## config.mk

```make
export PLATFORM = sky130hd
export DESIGN_NAME = flex_down_counter
export DESIGN_NICKNAME = d
export VERILOG_FILES = /design/src/rtl/flex_down_counter.sv
export SDC_FILE = /design/constraint.sdc
export NUM_CORES = 1
export LEC_CHECK = 0
export ABC_AREA = 1
export BUFFER_PORTS_ARGS = -buffer_cell sky130_fd_sc_hd__buf_2
export CAP_MARGIN = 20
export CORE_MARGIN = 2
export CORE_UTILIZATION = 45
export CTS_CLUSTER_DIAMETER = 40
export DETAILED_ROUTE_END_ITERATION = 8
export PLACE_DENSITY = 0.81
export SLEW_MARGIN = 30
export SYNTH_ARGS = -nofsm -noshare
export SYNTH_HDL_FRONTEND = slang
export SYNTH_SLANG_ARGS = --single-unit
```

## constraint.sdc

```tcl
create_clock -name clk -period 1.5 [get_ports clk]
set_input_delay 0.15 -clock clk [delete_from_list [all_inputs] [get_ports clk]]
set_output_delay 0.15 -clock clk [all_outputs]
set_load 0.02 [all_outputs]
```

## src/rtl/flex_down_counter.sv

```systemverilog
// Loadable down-counter with terminal-count pulse.
// Runs one-shot or auto-reload, restarts on load.
module flex_down_counter #(
  parameter int SIZE = 4
) (
  input  logic            clk,
  input  logic            n_rst,
  input  logic            clear,
  input  logic            load,
  input  logic [SIZE-1:0] load_val,
  input  logic            count_enable,
  input  logic            auto_reload,
  output logic [SIZE-1:0] count_out,
  output logic            busy,
  output logic            done,
  output logic            zero_flag
);

  typedef enum logic {
    IDLE = 1'b0,
    RUN  = 1'b1
  } state_e;

  state_e          state_q, state_d;
  logic [SIZE-1:0] count_q, count_d;
  logic [SIZE-1:0] reload_q, reload_d;
  logic            done_q, done_d;

  always_ff @(posedge clk or negedge n_rst) begin
    if (!n_rst) begin
      state_q  <= IDLE;
      count_q  <= '0;
      reload_q <= '0;
      done_q   <= 1'b0;
    end else begin
      state_q  <= state_d;
      count_q  <= count_d;
      reload_q <= reload_d;
      done_q   <= done_d;
    end
  end

  always_comb begin
    state_d  = state_q;
    count_d  = count_q;
    reload_d = reload_q;
    done_d   = 1'b0;
    if (clear) begin
      state_d = IDLE;
      count_d = '0;
    end else if (load) begin
      count_d  = load_val;
      reload_d = load_val;
      state_d  = (load_val != '0) ? RUN : IDLE;
    end else if (state_q == RUN && count_enable) begin
      // 0 is only reached through the terminal edge, so no wrap
      if (count_q != SIZE'(1)) begin
        count_d = count_q - SIZE'(1);
      end else if (auto_reload) begin
        count_d = reload_q;
        done_d  = 1'b1;
      end else begin
        count_d = '0;
        done_d  = 1'b1;
        state_d = IDLE;
      end
    end
  end

  assign count_out = count_q;
  assign busy      = (state_q == RUN);
  assign done      = done_q;
  assign zero_flag = (count_q == '0);

endmodule

```

==> flow_metrics.tcl <==
set metrics [dict create \
    status "completed" \
    overall_power_mw 0.841 \
    drc 0 \
    initial_utilization 0.487 \
    most_frequent_cell_after_synthesis "sky130_fd_sc_hd__nand2_1" \
    post_synth_edffs 0 \
    skew_ns 0.00368 \
    p_per_area_nw_per_um2 1040 \
    post_drt_via_cell_ratio 5.18 \
    cell_depth_of_the_worst_flop_to_flop_path 6 \
    violation_count_after_the_first_detailed_routing_iteration 10 \
    post-place-ws_ns 0.228 \
    numCtsBuffers 3 \
    max_freq_mhz 723 \
    final_design_area_no_fill_sq_um 808 \
    worst_hold_class "in2reg" \
    die_height_um 41.5 \
    post_synth_inst_count 86 \
    finalWirelength_um 1400 \
    worst-endpoint-required_ns 1.35 \
    layout-drive-gt1-share 0.327 \
    mappedNetlistNets 99 \
    ys.warnings.count 0 \
    ff2ff_setup_slack_ns 0.18 \
    numPortBuffers 16 \
    leakage_nw 0.447 \
    timing.critical_path.to "zero_flag" \
    crit-reg2reg-launch "count_out[0]" \
    synth_area_leaders "sky130_fd_sc_hd__dfrtp_1 (39%), sky130_fd_sc_hd__nand2_1 (17%), sky130_fd_sc_hd__nand3_1 (7.1%)" \
    drt_pass1_iterations 4 \
    nets 124 \
    critical_path.max_stage_delay_ns 0.43 \
    cts_max_level 1 \
    peakVddDrop_uv 632 \
    post_synth_cell_types 18 \
    grt_pass1_vias 581 \
    num_antenna_cells 0 \
    synth_sequential_area_ratio 0.394 \
    dominantRegCellSynth "sky130_fd_sc_hd__dfrtp_1" \
    postSynthAreaPerCell_sq_um 7.38 \
    postRouteAntennaNets 0 \
    asyncSetResetFlopFracSynth 1.00 \
    timing.hold.worst.start "load" \
    floorplan.die_area_sq_um 1730 \
    timing_hold_violations_final 0 \
    cts_tree "done" \
    antenna_violations_before_repair 0 \
    rsz_0062_raised_after_global_routing "false" \
    all_layer_global_routing_usage 0.182 \
    fp.dieW_um 41.5 \
    detailedPlacementHpwl_um 1050 \
    via_count 648 \
    global_route_wire_length_before_repair_um 2440 \
    wl_per_cell_um 11.2 \
    io_pins 17 \
    ys_top_cells_by_count "sky130_fd_sc_hd__nand2_1 (29), sky130_fd_sc_hd__inv_1 (12), sky130_fd_sc_hd__dfrtp_1 (10)" \
    maxCapViolations 0 \
    synth_top_area_frac 0.394 \
    slowest_stage "sky130_fd_sc_hd__dfrtp_2" \
    setup-violations-final 0 \
    grt_start_max_net_pins 11 \
    kind_of_capture_point_of_the_worst_setup_path "output pin" \
    nFillCells 122 \
    clock_insertion_delay_worst_skew_ns 0.27 \
    setup_total_negative_slack_ns 0 \
    cts_root_buf "sky130_fd_sc_hd__clkbuf_4" \
    setup_ws_final_ns 0.117 \
    clkTransAtPathRegs_ns 0.07 \
    path_class "reg2out" \
    holdPathStages 2 \
    final.period_utilization 0.922 \
    clock_path_buffers 2 \
    gp_congestion 0.765 \
    area.growth.synth_to_final_pct 27.4 \
    cts_sinks 10 \
    arrival_worst_endpoint_ns 1.23 \
    final-max-slew-violation-count 0 \
    cp_max_fo 4 \
    syn-cell-area_sq_um 634 \
    worst_setup_path_startpoint "count_out[0]" \
    ys_ff_latch 10 \
    placement_rows 13 \
    synth_area_leader_cell "sky130_fd_sc_hd__dfrtp_1" \
    max_slew.worst_pin.slew_ns 0.277 \
    core_sq_um 1300 \
    grt-ovfl-total 0 \
    r2r-end "count_out[2]" \
    timing.slew.headroom 0.814 \
    post-route-util 0.621 \
    critical_path.startpoint_type "flop" \
    cp_cell_sequence "inv_2 > ha_1 > nor3b_2 > buf_2" \
    post-route-min-period_ns 1.38 \
    dpl_cell_area_sq_um 733 \
]
[registers in the layout, indices dropped and copies added (netlist names)]
register   count
count_out      4
busy           1
done           1
reload_q       4
[logic make-up (layout without fill, tap and decap cells)]
group                      after synthesis  after routing  share of synthesized area
and+or+nand+nor                         50             50                      0.377
buffers and inverters                   14             38                     0.0828
DFF                                     10             10                      0.394
AOI/OAI and AO/OA                        9              9                     0.0868
adders and majority gates                3              3                     0.0592
[worst max-delay path, delay by kind of cell (launching register included)]
family        cells  cell delay (ns)
simple gates      1             0.14
flops             1             0.43
buf+inv           2             0.26
fa+ha+maj         1             0.14
[cell type report]
type / instances / area, sq um / area share
Clock buffer: 4 / 36.3 / 0.0449
Inverter: 14 / 52.6 / 0.0650
Multi-Input combinational cell: 62 / 337 / 0.416
Sequential cell: 10 / 251 / 0.311
Tap cell: 15 / 18.8 / 0.0232
Timing Repair Buffer: 20 / 113 / 0.139
[routing by layer]
layer | up-vias | global-route usage | share of wire
met2 | 19 | 0.269 | 0.47
met4 | 0 | 0.110 | 0.016
met3 | 4 | 0.0435 | 0.049
met1 | 302 | 0.240 | 0.46
met5 | - | 0 | 0
li1 | 323 | - | -
[cell usage in the layout (no fill, tap or decap), drive strengths merged]
cell         instances
a21oi                4
buf                 19
clkbuf               4
dfrtp               10
dlygate4sd3          1
ha                   3
inv                 14
nand2               31
nand3                9
nor2                 7
nor3                 1
nor3b                1
nor4                 1
o21ai                4
o31ai                1
[stage by stage]
stage               instances  hold slack [ns]
floorplan                  86           -0.146
global placement          117           0.0219
detailed placement        117           0.0195
CTS                       122            0.117
global route              125            0.110
finish                    125            0.118
[report_power, final]
part / total [mW] / internal, mW / switching [mW]
Combinational: 0.257 / 0.103 / 0.153
Sequential: 0.337 / 0.301 / 0.0352
Clock: 0.248 / 0.148 / 0.100
[worst min-delay path by stage]
stage / end / slack, ns
detailed placement: reload_q[0] / 0.02
CTS: done / 0.12
floorplan: busy / -0.15
global route: done / 0.11
global placement: reload_q[1] / 0.02
finish: done / 0.12
[timing repair]
action                     in CTS  in global routing
hold buffers                    1                  0
hold endpoints to repair       10                  0
setup buffers                   0                  3
setup endpoints to repair       0                  1
resized for setup               0                  4
No activity file was read; power rests on OpenSTA's default activity.
